--- src/rtl/hazard_controller.sv ---
// -----------------------------------------------------------------------------
// hazard_controller
//
// Pipeline sequencing controller for the five-stage RV core (IF/ID/EX/MEM/WB).
// Owns the PC load enable and the enable/flush pair of every inter-stage
// register. Resolves the hazards that forwarding cannot cover (load-use and
// ID-resolved branch operands), holds the pipe across multi-cycle events
// (data-memory handshake, iterative divider, instruction-fetch wait), issues
// the trap and taken-branch flushes and counts stall cycles.
//
// Ports
//   clock, reset_n            core clock (rising edge), async active-low reset
//   rs1_id, rs2_id            ID source registers
//   rs1_used_id, rs2_used_id  ID instruction actually reads that source
//   branch_id                 ID holds a branch/jalr compared in ID
//   branch_taken_id           redirect resolved in ID
//   rd_ex, rd_mem             EX / MEM destination registers
//   reg_we_ex                 EX writes rd
//   mem_read_ex, mem_read_mem EX / MEM is a load
//   zicsr_ex                  EX is a CSR op (result forwardable to ID)
//   div_op_ex                 EX holds a div/rem
//   div_done                  one-cycle pulse, divider result valid
//   dmem_req_mem, dmem_ack    MEM data access request / completion
//   imem_ack                  fetch data valid this cycle
//   trap_mem                  MEM instruction takes a trap
//   pc_en, *_en               PC and stage-register load enables
//   *_flush                   load a bubble (overrides enable-low)
//   div_start, div_abort      divider launch / kill
//   stall_count               cycles with if_id_en=0 and no IF/ID flush
// -----------------------------------------------------------------------------
module hazard_controller #(
    parameter int COUNT_WIDTH = 32
) (
    input  logic                   clock,
    input  logic                   reset_n,
    input  logic [4:0]             rs1_id,
    input  logic [4:0]             rs2_id,
    input  logic                   rs1_used_id,
    input  logic                   rs2_used_id,
    input  logic                   branch_id,
    input  logic                   branch_taken_id,
    input  logic [4:0]             rd_ex,
    input  logic [4:0]             rd_mem,
    input  logic                   reg_we_ex,
    input  logic                   mem_read_ex,
    input  logic                   mem_read_mem,
    input  logic                   zicsr_ex,
    input  logic                   div_op_ex,
    input  logic                   div_done,
    input  logic                   dmem_req_mem,
    input  logic                   dmem_ack,
    input  logic                   imem_ack,
    input  logic                   trap_mem,
    output logic                   pc_en,
    output logic                   if_id_en,
    output logic                   id_ex_en,
    output logic                   ex_mem_en,
    output logic                   mem_wb_en,
    output logic                   if_id_flush,
    output logic                   id_ex_flush,
    output logic                   ex_mem_flush,
    output logic                   mem_wb_flush,
    output logic                   div_start,
    output logic                   div_abort,
    output logic [COUNT_WIDTH-1:0] stall_count
);

    typedef enum logic [1:0] {
        RUN       = 2'd0,
        DIV_WAIT  = 2'd1,
        DMEM_WAIT = 2'd2
    } state_e;

    state_e                 state_q, state_d;
    logic [COUNT_WIDTH-1:0] stall_count_q, stall_count_d;

    // x0 is hard-wired zero, so a write to it never creates a dependency.
    function automatic logic reg_match(input logic [4:0] rs, input logic [4:0] rd);
        return (rs == rd) && (rd != 5'd0);
    endfunction

    logic load_use;
    logic br_dep;
    logic data_haz;

    always_comb begin
        load_use = mem_read_ex &&
                   ((reg_match(rs1_id, rd_ex) && rs1_used_id) ||
                    (reg_match(rs2_id, rd_ex) && rs2_used_id));
        // Branch operands are compared in ID, so even an ALU result in EX is
        // too late; CSR results are the exception since they are forwarded.
        br_dep   = branch_id &&
                   ((reg_we_ex && !zicsr_ex &&
                     (reg_match(rs1_id, rd_ex) || reg_match(rs2_id, rd_ex))) ||
                    (mem_read_mem &&
                     (reg_match(rs1_id, rd_mem) || reg_match(rs2_id, rd_mem))));
        data_haz = load_use || br_dep;
    end

    // Next state and all control outputs.
    always_comb begin
        pc_en        = 1'b1;
        if_id_en     = 1'b1;
        id_ex_en     = 1'b1;
        ex_mem_en    = 1'b1;
        mem_wb_en    = 1'b1;
        if_id_flush  = 1'b0;
        id_ex_flush  = 1'b0;
        ex_mem_flush = 1'b0;
        mem_wb_flush = 1'b0;
        div_start    = 1'b0;
        div_abort    = 1'b0;
        state_d      = state_q;

        if (!reset_n) begin
            // Outputs follow reset immediately, without waiting for a clock.
            pc_en        = 1'b0;
            if_id_en     = 1'b0;
            id_ex_en     = 1'b0;
            ex_mem_en    = 1'b0;
            mem_wb_en    = 1'b0;
            if_id_flush  = 1'b1;
            id_ex_flush  = 1'b1;
            ex_mem_flush = 1'b1;
            mem_wb_flush = 1'b1;
            state_d      = RUN;
        end else if (trap_mem) begin
            // Redirect to the trap vector; the trapping instruction still
            // retires into WB. Any outstanding dmem access is dropped.
            if_id_flush  = 1'b1;
            id_ex_flush  = 1'b1;
            ex_mem_flush = 1'b1;
            div_abort    = (state_q == DIV_WAIT);
            state_d      = RUN;
        end else if (state_q == DIV_WAIT) begin
            if (div_done) begin
                // Result is ready: let the div advance; do not relaunch it.
                state_d = RUN;
            end else begin
                pc_en        = 1'b0;
                if_id_en     = 1'b0;
                id_ex_en     = 1'b0;
                ex_mem_flush = 1'b1;
            end
        end else if ((state_q == DMEM_WAIT) && !dmem_ack) begin
            pc_en        = 1'b0;
            if_id_en     = 1'b0;
            id_ex_en     = 1'b0;
            ex_mem_en    = 1'b0;
            mem_wb_en    = 1'b0;
            mem_wb_flush = 1'b1;
        end else begin
            // RUN, or the dmem ack cycle which is evaluated exactly like RUN.
            state_d = RUN;
            if (dmem_req_mem && !dmem_ack) begin
                pc_en        = 1'b0;
                if_id_en     = 1'b0;
                id_ex_en     = 1'b0;
                ex_mem_en    = 1'b0;
                mem_wb_en    = 1'b0;
                mem_wb_flush = 1'b1;
                state_d      = DMEM_WAIT;
            end else if (div_op_ex) begin
                div_start    = 1'b1;
                pc_en        = 1'b0;
                if_id_en     = 1'b0;
                id_ex_en     = 1'b0;
                ex_mem_flush = 1'b1;
                state_d      = DIV_WAIT;
            end else if (!imem_ack) begin
                pc_en       = 1'b0;
                if_id_flush = 1'b1;
            end else if (data_haz) begin
                // A taken branch waiting on its operands is not acted on yet.
                pc_en       = 1'b0;
                if_id_en    = 1'b0;
                id_ex_flush = 1'b1;
            end else if (branch_taken_id) begin
                if_id_flush = 1'b1;
            end
        end
    end

    always_comb begin
        stall_count_d = stall_count_q;
        if (!if_id_en && !if_id_flush) begin
            stall_count_d = stall_count_q + COUNT_WIDTH'(1);
        end
    end

    always_ff @(posedge clock or negedge reset_n) begin
        if (!reset_n) begin
            state_q       <= RUN;
            stall_count_q <= '0;
        end else begin
            state_q       <= state_d;
            stall_count_q <= stall_count_d;
        end
    end

    assign stall_count = stall_count_q;

endmodule

--- config.mk ---
export PLATFORM = sky130hd
export DESIGN_NAME = hazard_controller
export DESIGN_NICKNAME = d
export VERILOG_FILES = /design/src/rtl/hazard_controller.sv
export SDC_FILE = /design/constraint.sdc
export NUM_CORES = 1
export LEC_CHECK = 0
export CORE_ASPECT_RATIO = 0.7
export CORE_UTILIZATION = 35
export CTS_CLUSTER_DIAMETER = 80
export DETAILED_ROUTE_END_ITERATION = 10
export HOLD_SLACK_MARGIN = 0.05
export PLACE_DENSITY = 0.75
export SLEW_MARGIN = 20
export SYNTH_ARGS = -nofsm -noshare
export SYNTH_HDL_FRONTEND = slang
export SYNTH_SLANG_ARGS = --single-unit
--- constraint.sdc ---
create_clock -name clock -period 5.1 [get_ports clock]
set_input_delay 0.51 -clock clock [delete_from_list [all_inputs] [get_ports clock]]
set_output_delay 0.51 -clock clock [all_outputs]
set_load 0.05 [all_outputs]
==> impl_metrics.yaml <==
clock_network:
  cts_tree: "yes"
  clockRootBuffer: "clkbuf_8"
  cts_buffer_depth: 2
  cts_hold_buffers: 0
  cts_buffers: 5
  h-tree-depth: 2
  cts_resized: 0
  clkTransAtPathRegs_ns: 0.07
  post_cts_buffers: 0
  cts.sinks: 34
  insertion_delay_ns: 0.29
synthesis:
  ys_seq_area_share_pct: 38.2
  yosys_register_bits: 34
  synth_fp_nets: 264
  synth_edf_count: 0
  ys_warn_count: 0
  syn_area_per_cell_um2: 9.81
  synthCells: 227
  synth_ff_type: "dfrtp_1"
  yosysUniqueCellTypes: 48
  mappedNetlistArea_um2: 2230
  synthArstFlopShare_pct: 100
critical_path:
  arrival_ns: 3.13
  end_kind: "output port"
  criticalPathCategory: "primary input to output port"
  slowest_stage: "clkdlybuf4s50_1"
  path_common_cell: "clkdlybuf4s50_1"
  critPathMaxFanout: 4
  critPathLaunchType: "primary input"
  critPathMaxStageDelay_ns: 0.81
  crit_chain: "clkdlybuf4s50_1 > or4_1 > o211ai_1 > o32a_1 > nand3_1 > o21a_1 > nor2_1 > clkdlybuf4s50_1"
  cp.required_ns: 4.59
die:
  die_h_um: 68.7
  row_count: 23
  ioPinCount: 79
  start_util_pct: 37.6
  die_area_um2: 6690
  core_area_um2: 5930
  chipWidth_um: 97.3
sta:
  fin_crit_sh_pct: 71.3
  tns_ns: 0
  setup_violations: 0
  tightest_slew_ns: 0.565
  rsz0062_at_grt: "false"
  hold_viol: 0
  hold_ws_ns: 0.470
  slew_headroom_pct: 62.4
  period_needed_ns: 3.64
  drv_slew: 0
  skew_ns: 0.00936
  fmax_ghz: 0.275
global_routing:
  grt_max_degree: 32
  track_usage_pct: 18.4
  grt_pass1_wl_um: 9590
  grt_pass1_vias: 1943
  antenna_found_initial: 0
  globalRouteOverflowTotal: 0
min_path:
  hp-class: "flip-flop to flip-flop"
status:
  status: "complete, no violations"
pwr:
  p_seq_share_pct: 38.5
  power-per-cell-area_nw_per_um2: 254
  power.total_uw: 807
  p_switching_uw: 287
  clkPwrFrac_pct: 29.0
  p_leak_nw: 1.37
  ir_drop_uv: 275
  switching_share_pct: 35.5
  internal_power_uw: 521
  combPwrFrac_pct: 32.6
flow_run:
  cap_violations: 0
routing:
  wl_um: 5770
  detail-route-antenna-nets: 0
  dr.pass1.iters: 4
  vias: 1963
  drt-vias-per-instance: 5.11
  dr.first_iter.drc_count: 100
  wire_per_inst_um: 15.0
  drc: 0
cells_and_area:
  final_cell_mix: "clkdlybuf4s50_1 (78), dfrtp_1 (34), xor2_1 (33)"
  num_antenna_cells: 0
  nNetsFinal: 345
  final_area_um2: 3180
  fin_util_pct: 53.7
  syn2layout_area_growth_pct: 42.9
  final_common_cell: "clkdlybuf4s50_1"
  drive_above_1_share_pct: 10.0
place:
  placed_area_um2: 3070
  gp_congestion: 0.835
  dp_hpwl_um: 4550
  io_buffers: 78
-- area by class of cell --
type                            instances  area, µm²
Fill cell                             541       2750
Multi-Input combinational cell        182       1310
Sequential cell                        34        851
Timing Repair Buffer                   80        796
Clock buffer                            8        110
Tap cell                               75       93.8
Inverter                                5       18.8
-- metal layers --
layer	vias up	share of wire [%]	global-route usage [%]	wire, µm
li1	963	-	-	-
met1	946	52	26.2	3010
met2	42	42	28.3	2450
met3	12	4.0	4.23	230
met4	0	1.4	5.15	81
met5	-	0	0	0
-- path summary, 6_finish.rpt --
check / from / endpoint / slack, ns / cells past startpoint
setup / recovery: rd_ex[1] / pc_en / 1.46 / 8
hold / removal: stall_count[31]$_DFFE_PN0P_ / stall_count[31]$_DFFE_PN0P_ / 0.47 / 1
setup reg to reg: state_q[0]$_DFFE_PN0P_ / stall_count[31]$_DFFE_PN0P_ / 2.42 / 7
hold reg to reg: stall_count[31]$_DFFE_PN0P_ / stall_count[31]$_DFFE_PN0P_ / 0.47 / 1
max in group asynchronous: reset_n / stall_count[6]$_DFFE_PN0P_ / 3.78 / 2
min in group asynchronous: reset_n / stall_count[23]$_DFFE_PN0P_ / 0.57 / 1
-- cells in the mapped netlist, types with 2 or more instances --
cell | n | area, µm²
nor4_2 | 10 | 125
nor3b_1 | 3 | 22.5
inv_1 | 5 | 18.8
nor3_1 | 9 | 45.0
dfrtp_1 | 34 | 851
nand3_1 | 11 | 55.1
buf_6 | 2 | 22.5
nand2_1 | 25 | 93.8
xor2_1 | 33 | 289
a21oi_1 | 3 | 15.0
nand4b_1 | 3 | 26.3
nor3b_2 | 2 | 25.0
and4bb_2 | 2 | 25.0
and3_1 | 8 | 50.1
or3_1 | 3 | 18.8
o21ai_0 | 2 | 10.0
nor2_1 | 15 | 56.3
nand2b_1 | 2 | 12.5
nand4_1 | 6 | 37.5
buf_2 | 2 | 10.0
xnor2_1 | 19 | 166
nor2b_1 | 2 | 12.5
-- registers in the layout (all words and copies together) (netlist names) --
signal       count
state_q          2
stall_count     32
-- per-stage QoR --
stage / cells / worst slack (ns)
final: 384 / 1.46
after global routing: 384 / 1.33
after CTS: 384 / 1.46
after detailed placement: 376 / 1.47
after global placement: 376 / 1.49
after floorplan: 227 / 1.99
-- power groups by stage --
stage / sequential, mW / clock (mW) / combinational (mW)
final: 0.311 / 0.234 / 0.263
after global routing: 0.314 / 0.252 / 0.279
after CTS: 0.310 / 0.240 / 0.264
after detailed placement: 0.315 / 0 / 0.263
after global placement: 0.315 / 0 / 0.259
after floorplan: 0.367 / 0 / 0.104
-- worst max-delay path, delay by kind of cell --
kind	cells	cell delay [ns]
buffers and inverters	2	1.27
and+or+nand+nor	3	0.79
AOI/OAI and AO/OA	3	0.55
-- logic make-up (layout without fill, tap and decap cells) --
logic type,after synthesis,after routing,share of synthesized area [%]
AOI/OAI and AO/OA,16,16,5.39
muxes,1,1,0.506
adders and majority gates,1,1,0.562
and+or+nand+nor,112,112,32.1
xor gates and xnor gates,52,52,20.4
DFF,34,34,38.2
buffers and inverters,11,93,2.81
Power figures use the tool's default switching activity.
